### config.mk
export PLATFORM = sky130hd
export DESIGN_NAME = alu_op_sequencer
export DESIGN_NICKNAME = d
export VERILOG_FILES = /design/src/rtl/alu_op_sequencer.sv
export SDC_FILE = /design/constraint.sdc
export NUM_CORES = 1
export LEC_CHECK = 0
export BUFFER_PORTS_ARGS = -buffer_cell sky130_fd_sc_hd__buf_2
export CORE_AREA = 3 3 144 146
export CTS_CLUSTER_SIZE = 24
export DETAILED_ROUTE_END_ITERATION = 8
export DIE_AREA = 0 0 147 149
export PLACE_DENSITY = 0.71
export SYNTH_ARGS = -nofsm -noshare
export SYNTH_HDL_FRONTEND = slang
export SYNTH_SLANG_ARGS = --single-unit
### constraint.sdc
create_clock -name clk -period 1.2 [get_ports clk]
set_input_delay 0 -clock clk [delete_from_list [all_inputs] [get_ports clk]]
set_output_delay 0 -clock clk [all_outputs]
set_load 0.01 [all_outputs]
### src/rtl/alu_op_sequencer.sv
// alu_op_sequencer: latches an ALU request, runs it directly or through a
// multi-cycle unit with timeout, and commits result/lastresult with a valid pulse.
module alu_op_sequencer #(
   parameter int          TIMEOUT    = 64,
   parameter logic [15:0] MULTI_MASK = 16'h00CC
) (
   input  logic        clk,
   input  logic        rst,
   input  logic [3:0]  op_sel,
   input  logic        go,
   input  logic [31:0] num1,
   input  logic [31:0] num2,
   input  logic [63:0] comb_result,
   input  logic        unit_done,
   input  logic        unit_err,
   output logic [3:0]  op_lat,
   output logic [31:0] opa,
   output logic [31:0] opb,
   output logic [31:0] shift_src,
   output logic        unit_start,
   output logic        busy,
   output logic [63:0] result,
   output logic [63:0] lastresult,
   output logic        valid,
   output logic        err
);
   localparam int CW = (TIMEOUT > 1) ? $clog2(TIMEOUT) : 1;
   localparam logic [CW-1:0] CNT_LAST = CW'(TIMEOUT - 1);

   typedef enum logic [1:0] {IDLE, EXEC, ISSUE, WAIT} state_t;

   state_t        state_q, state_d;
   logic          go_q;
   logic [3:0]    op_lat_q, op_lat_d;
   logic [31:0]   opa_q, opa_d, opb_q, opb_d;
   logic [63:0]   result_q, result_d, last_q, last_d;
   logic [CW-1:0] cnt_q, cnt_d;
   logic          err_q, err_d, valid_q, valid_d;

   always_ff @(posedge clk) begin
      if (rst) begin
         state_q  <= IDLE;
         go_q     <= 1'b1;
         op_lat_q <= '0;
         opa_q    <= '0;
         opb_q    <= '0;
         result_q <= '0;
         last_q   <= '0;
         cnt_q    <= '0;
         err_q    <= 1'b0;
         valid_q  <= 1'b0;
      end else begin
         state_q  <= state_d;
         go_q     <= go;
         op_lat_q <= op_lat_d;
         opa_q    <= opa_d;
         opb_q    <= opb_d;
         result_q <= result_d;
         last_q   <= last_d;
         cnt_q    <= cnt_d;
         err_q    <= err_d;
         valid_q  <= valid_d;
      end
   end

   always_comb begin
      state_d  = state_q;
      op_lat_d = op_lat_q;
      opa_d    = opa_q;
      opb_d    = opb_q;
      result_d = result_q;
      last_d   = last_q;
      cnt_d    = cnt_q;
      err_d    = err_q;
      valid_d  = 1'b0;
      case (state_q)
         IDLE: if (go && !go_q) begin
            op_lat_d = op_sel;
            opa_d    = num1;
            opb_d    = num2;
            err_d    = 1'b0;
            state_d  = MULTI_MASK[op_sel] ? ISSUE : EXEC;
         end
         EXEC: begin
            last_d   = result_q;
            result_d = comb_result;
            valid_d  = 1'b1;
            state_d  = IDLE;
         end
         ISSUE: begin
            cnt_d   = '0;
            state_d = WAIT;
         end
         WAIT: if (unit_done) begin
            // done wins over a timeout landing on the same edge
            err_d    = unit_err;
            last_d   = unit_err ? last_q : result_q;
            result_d = unit_err ? result_q : comb_result;
            valid_d  = !unit_err;
            state_d  = IDLE;
         end else if (cnt_q == CNT_LAST) begin
            err_d   = 1'b1;
            state_d = IDLE;
         end else begin
            cnt_d = cnt_q + 1'b1;
         end
         default: state_d = IDLE;
      endcase
   end

   assign op_lat     = op_lat_q;
   assign opa        = opa_q;
   assign opb        = opb_q;
   assign result     = result_q;
   assign lastresult = last_q;
   assign shift_src  = result_q[31:0];
   assign unit_start = (state_q == ISSUE);
   assign busy       = (state_q != IDLE);
   assign valid      = valid_q;
   assign err        = err_q;
endmodule

==> results of run 1 <==
==> power by group <==
part	internal, W	total, W	switching (W)
Clock	0.00469	0.00755	0.00286
Sequential	0.00701	0.00712	0.000111
Combinational	0.000980	0.00187	0.000889
==> worst max path at each step <==
stage / from / endpoint / slack (ns) / depth (start not counted)
finish: state_q[1] / result[33] / -0.23 / 7
global route: state_q[0] / opa[17] / -0.30 / 5
detailed placement: state_q[0] / opb[22] / -0.14 / 5
floorplan: state_q[0] / opb[10] / -0.03 / 7
CTS: state_q[0] / busy / -0.16 / 3
global placement: state_q[0] / opb[3] / -0.05 / 5
==> tightest hold or removal path: cells and delay by family <==
family / cells / cell delay (ns)
AOI/OAI and AO/OA: 1 / 0.19
buffers and inverters: 1 / 0.07
and+or+nand+nor: 2 / 0.26
==> state kept, by name, summed over array words and instances, names as in the netlist <==
signal	flops
lastresult	64
go_q	1
valid	1
state_q	2
opa	32
opb	32
err	1
result	64
op_lat	4
cnt_q	6
==> final cells by class <==
cell class | count | area share
Multi-Input combinational cell | 636 | 0.2563
Clock inverter | 9 | 0.01148
Timing Repair Buffer | 585 | 0.3451
Inverter | 2 | 0.0005647
Sequential cell | 207 | 0.3123
Tap cell | 265 | 0.02494
Clock buffer | 31 | 0.04932
==> cells by family (layout without fill, tap and decap cells) <==
group,after synthesis,in the layout
AO/OA/AOI/OAI,215,215
buffers and inverters,103,627
AND/OR/NAND/NOR,419,419
multiplexers,1,1
adder cells (fa/ha/maj),1,1
flip-flops,207,207
==> per-layer routing <==
metal,share of wire,vias up,global-route usage
met2,0.50,518,0.4116
li1,-,4056,-
met5,0,-,0
met4,0.051,0,0.08900
met1,0.37,4156,0.2528
met3,0.088,119,0.06047
==> through the flow <==
stage / cells / setup TNS (ns) / worst slack [ns]
detailed placement: 1507 / -9.374 / -0.1435
global route: 1735 / -42.42 / -0.2993
finish: 1735 / -29.09 / -0.2309
CTS: 1704 / -20.39 / -0.1623
floorplan: 946 / -0.5565 / -0.02784
global placement: 1507 / -2.404 / -0.05243
==> synth_stat cells, drive strengths merged (2+ instances only) <==
| library cell | count | area share |
|---|---|---|
| a211oi | 3 | 0.0030 |
| a21oi | 199 | 0.13 |
| a31oi | 2 | 0.0017 |
| and3b | 2 | 0.0023 |
| buf | 72 | 0.063 |
| clkbuf | 29 | 0.015 |
| dfxtp | 207 | 0.55 |
| inv | 2 | 0.0010 |
| nand2 | 396 | 0.20 |
| nand2b | 3 | 0.0028 |
| nand3 | 4 | 0.0027 |
| nand3b | 2 | 0.0020 |
| nor2 | 3 | 0.0015 |
| nor2b | 2 | 0.0017 |
| o21ai | 3 | 0.0020 |
| or2 | 2 | 0.0017 |
==> timing repair <==
item	4_1_cts	5_1_grt
pin swaps	1	56
setup endpoints to repair	182	208
gates resized for setup	33	169
hold endpoints to repair	146	0
hold buffers	137	0
buffers inserted	13	7
gates cloned	7	24
==> flow_metrics.env, run 1 <==
export IMPL_syn_area_per_cell_um2=7.948
export IMPL_crit_slowest_cell="dfxtp_4"
export IMPL_hold_start="unit_err"
export IMPL_crit_fanout=8
export IMPL_root_buffer="clkbuf_16"
export IMPL_die_y_um=149
export IMPL_synth_mux_area_frac=0.001498
export IMPL_worstPathCellList="buf_6 > a21boi_4 > buf_12 > buf_4 > buf_8 > nand2_1 > a21oi_1"
export IMPL_drt_pass1_iter_count=5
export IMPL_setup_ws_ns=-0.2309
export IMPL_timing_hold_worst_endpoint="err"
export IMPL_maxSlewViolCount=0
export IMPL_synthArstFlopShare=0
export IMPL_fmax_ghz=0.6988
export IMPL_cp_num_buf_inv=4
export IMPL_layout_common_cells="365 x buf_2, 352 x nand2_1, 203 x dfxtp_1"
export IMPL_rows=51
export IMPL_synth_top_family_by_area="simple AND/OR/NAND/NOR gates"
export IMPL_violations="setup timing"
export IMPL_timing_final_crit_share=1.192
export IMPL_grt_antenna_before_repair=0
export IMPL_r2r_start="state_q[1]"
export IMPL_tightest_slew_ns=0.3657
export IMPL_seq_area_frac_synth=0.5512
export IMPL_netlist_cell_type_count=35
export IMPL_grt_ovfl_total=0
export IMPL_wl_per_cell_um=18.33
export IMPL_required_ns=1.63
export IMPL_dpl_hpwl_mm=15.71
export IMPL_core_region_area_um2=19530
export IMPL_cp_arrival_ns=1.86
export IMPL_clockBufferDepth=3
export IMPL_rrSetupSlack_ns=-0.23
export IMPL_hold_path_cell_count=4
export IMPL_drc=0
export IMPL_port_buffers=368
export IMPL_grt_pass1_vias=8239
export IMPL_synth_main_ff_cell="dfxtp_1"
export IMPL_synthXorXnorAreaFrac=0
export IMPL_fin_hold_ws_ns=0.06601
export IMPL_clk_pin_slew_ns=0.07
export IMPL_rr_worst_depth=7
export IMPL_period_needed_ns=1.431
export IMPL_areaGrowthSynthToFinish_pct=76.82
export IMPL_cts_tree="yes"
export IMPL_vdd_drop_max_uv=1141
export IMPL_p_per_area_nw_per_um2=1244
export IMPL_synth_compound_area_frac=0.1489
export IMPL_p_leak_nw=6.061
export IMPL_synth_edf_count=0
export IMPL_cts_buffers=23
export IMPL_grt_total_usage=0.2265
export IMPL_fin_total_pwr_w=0.01654
export IMPL_via_per_inst=5.100
export IMPL_slew_headroom=0.7562
export IMPL_ant_nets=0
export IMPL_cap_violations=0
export IMPL_place_congestion=0.7911
export IMPL_antenna_cells=0
export IMPL_post_dp_cell_area_um2=9485
export IMPL_insertion_delay_ns=0.50
export IMPL_fill_cells=1388
export IMPL_grt_max_degree=73
export IMPL_rsz0062_at_grt="true"
export IMPL_worstReg2RegEnd="result[33]"
export IMPL_grt_first_pass_wirelength_mm=41.17
export IMPL_ys_ff_latch=207
export IMPL_start_util=0.3850
export IMPL_hold_viol=0
export IMPL_ios=369
export IMPL_start_kind="flip-flop"
export IMPL_yosys_area_share_simple=0.2173
export IMPL_multiInputGateArea_um2=3407
export IMPL_syn_cell_area_um2=7518
export IMPL_hold_path_class="input pin to flip-flop"
export IMPL_yosysWarnings=0
export IMPL_status="finished, violations left"
export IMPL_final_core_util=0.6808
export IMPL_synth_cells=946
export IMPL_synthAdderAreaFrac=0.001664
export IMPL_critPathTopFamily="buffers and inverters"
export IMPL_vias=8849
export IMPL_drtIter0Drc=431
export IMPL_die_area_um2=21900
export IMPL_htree_levels=1
export IMPL_fin_area_um2=13290
export IMPL_fin_nets=1593
export IMPL_final_common_cell="buf_2"
export IMPL_syn_nets=1084
export IMPL_skew_ns=0.01209
export IMPL_setup_viol=206
export IMPL_routed_wirelength_mm=31.81
export IMPL_cp_slowest_stage_delay_ns=0.35
export IMPL_numClockSinks=207
export IMPL_end_kind="flip-flop"
export IMPL_drive_gt1_frac=0.4245
export IMPL_seq_area_um2=4151
export IMPL_critical_path_class="flip-flop to flip-flop"
export IMPL_die_w_um=147
(Power assumes the default switching activity.)
==> run 2: changes to the inputs <==
--- a/config.mk
+++ b/config.mk
@@ -5,7 +5,7 @@
 export SDC_FILE = /design/constraint.sdc
 export NUM_CORES = 1
 export LEC_CHECK = 0
-export BUFFER_PORTS_ARGS = -buffer_cell sky130_fd_sc_hd__buf_2
+export BUFFER_PORTS_ARGS = -buffer_cell sky130_fd_sc_hd__clkbuf_2
 export CORE_AREA = 3 3 144 146
 export CTS_CLUSTER_SIZE = 24
 export DETAILED_ROUTE_END_ITERATION = 8
==> run 2 against run 1 <==
Compared with the run above: the flow still finishes with violations (setup timing); critical path depth down 1; total power down 2.0%; hold slack worse by 0.040 ns; maximum frequency down 1.3%; register-to-register slack lost 0.02 ns; die area is the same; final area decreased by 4.8%; non-clock buffer count is 21 lower; cell count fell by 1.2%; count of clock-buffer cells in the layout increased by 1; core utilization fell by 3.3 points; critical path type unchanged; largest cell class is now registers.
==> flow_metrics.env, run 2 (synthesis results as in run 1) <==
export IMPL_status="finished, violations left"
export IMPL_violations="setup timing"
export IMPL_vias=8482
export IMPL_hold_path_class="input pin to flip-flop"
export IMPL_clockPowerShare=0.457
export IMPL_pwr_share_comb=0.103
export IMPL_crit_fanout=5
export IMPL_vdd_drop_max_uv=1399
export IMPL_cts_buffers=23
export IMPL_maxSlewViolCount=0
export IMPL_final_common_cell="clkbuf_2"
export IMPL_internal_power_w=0.01247
export IMPL_core_region_area_um2=19530
export IMPL_grt_total_usage=0.2244
export IMPL_drt_pass1_iter_count=5
export IMPL_die_w_um=147
export IMPL_via_per_inst=4.946
export IMPL_layout_cells_non_filler=1715
export IMPL_areaGrowthSynthToFinish_pct=68.28
export IMPL_setup_ws_ns=-0.2502
export IMPL_critPathTopFamily="simple AND/OR/NAND/NOR gates"
export IMPL_layout_common_cells="365 x clkbuf_2, 361 x nand2_1, 203 x dfxtp_1"
export IMPL_required_ns=1.61
export IMPL_die_y_um=149
export IMPL_numClockSinks=207
export IMPL_root_buffer="clkbuf_16"
export IMPL_clockBufferDepth=3
export IMPL_pre_cts_ws_ns=-0.1592
export IMPL_hold_viol=0
export IMPL_drtIter0Drc=348
export IMPL_p_per_area_nw_per_um2=1281
export IMPL_drc=0
export IMPL_timing_final_crit_share=1.209
export IMPL_insertion_delay_ns=0.50
export IMPL_rr_worst_depth=6
export IMPL_rows=51
export IMPL_p_switching_w=0.003743
export IMPL_cp_num_buf_inv=2
export IMPL_cts_tree="yes"
export IMPL_grt_max_degree=64
export IMPL_worstReg2RegEnd="opb[28]"
export IMPL_tightest_slew_ns=0.3656
export IMPL_fin_area_um2=12650
export IMPL_crit_slowest_cell="dfxtp_4"
export IMPL_r2r_start="state_q[0]"
export IMPL_grt_first_pass_wirelength_mm=40.62
export IMPL_ant_nets=0
export IMPL_rsz0062_at_grt="true"
export IMPL_hold_start="unit_err"
export IMPL_dp_cells=1510
export IMPL_htree_levels=1
export IMPL_end_kind="flip-flop"
export IMPL_grt_antenna_before_repair=0
export IMPL_drive_gt1_frac=0.4062
export IMPL_grt_ovfl_total=0
export IMPL_switching_share=0.2309
export IMPL_timing_hold_worst_endpoint="err"
export IMPL_final_core_util=0.6480
export IMPL_p_leak_nw=5.338
export IMPL_dpl_hpwl_mm=15.89
export IMPL_cap_violations=0
export IMPL_fin_total_pwr_w=0.01621
export IMPL_seqPwrFrac=0.439
export IMPL_worstPathCellList="nor3b_4 > and2b_4 > buf_6 > buf_16 > nand2_1 > a21oi_1"
export IMPL_rrSetupSlack_ns=-0.25
export IMPL_fmax_ghz=0.6896
export IMPL_post_dp_cell_area_um2=9545
export IMPL_start_kind="flip-flop"
export IMPL_ios=369
export IMPL_grt_pass1_vias=7969
export IMPL_cp_slowest_stage_delay_ns=0.36
export IMPL_antenna_cells=0
export IMPL_critical_path_class="flip-flop to flip-flop"
export IMPL_place_congestion=0.8263
export IMPL_routed_wirelength_mm=28.88
export IMPL_fin_nets=1572
export IMPL_port_buffers=368
export IMPL_setup_viol=206
export IMPL_cp_arrival_ns=1.86
export IMPL_die_area_um2=21900
export IMPL_skew_ns=0.006992
export IMPL_start_util=0.3850
export IMPL_clk_pin_slew_ns=0.06
export IMPL_period_needed_ns=1.450
export IMPL_hold_path_cell_count=4
export IMPL_slew_headroom=0.7540
export IMPL_wl_per_cell_um=16.84
==> run 2: power by group through the flow <==
stage / combinational (W) / sequential (W) / clock (W)
floorplan: 0.000478 / 0.00731 / 0
global placement: 0.00104 / 0.00726 / 0
detailed placement: 0.00105 / 0.00727 / 0
CTS: 0.00150 / 0.00711 / 0.00753
global route: 0.00179 / 0.00713 / 0.00780
finish: 0.00168 / 0.00712 / 0.00741
==> run 2: what timing repair did <==
action	4_1_cts	5_1_grt
hold endpoints to repair	143	0
gates cloned	4	12
buffers inserted	7	8
setup endpoints to repair	189	207
hold buffers	136	0
pin swaps	1	15
resized for setup	32	117
==> run 2: worst max-delay path by stage <==
stage | cells past startpoint | slack (ns) | endpoint | startpoint
2_1_floorplan | 7 | -0.03 | opb[10] | state_q[0]
5_1_grt | 6 | -0.32 | opb[28] | state_q[0]
3_5_place_dp | 5 | -0.16 | opa[20] | state_q[0]
6_report | 6 | -0.25 | opb[28] | state_q[0]
4_1_cts | 3 | -0.18 | busy | state_q[0]
3_3_place_gp | 5 | -0.13 | opa[29] | state_q[0]
==> run 2: layer usage <==
layer	share of wire	wire length, µm	vias up	track usage
met2	0.51	14750	394	0.4063
met5	0	0	-	0
met4	0.044	1263	0	0.1011
met3	0.072	2066	97	0.05652
li1	-	-	4014	-
met1	0.37	10800	3977	0.2485
==> run 2: metrics by stage <==
stage / TNS (ns) / hold slack (ns)
finish: -23.67 / 0.02625
global route: -34.96 / 0.05548
CTS: -20.85 / 0.01362
detailed placement: -16.41 / 0.2278
global placement: -9.890 / 0.2222
floorplan: -0.5565 / 0.1066
==> run 2: final cells by class <==
class	count	area (µm²)
Fill cell	1504	6874
Inverter	2	7.507
Timing Repair Buffer	564	4133
Tap cell	265	331.6
Clock buffer	32	679.4
Multi-Input combinational cell	636	3214
Clock inverter	9	127.6
Sequential cell	207	4159
==> run 2: tightest hold or removal path: stages <==
cell      delay [ns]
clkbuf_2        0.07
nand2b_2        0.23
nor2_1          0.12
a211oi_1        0.05
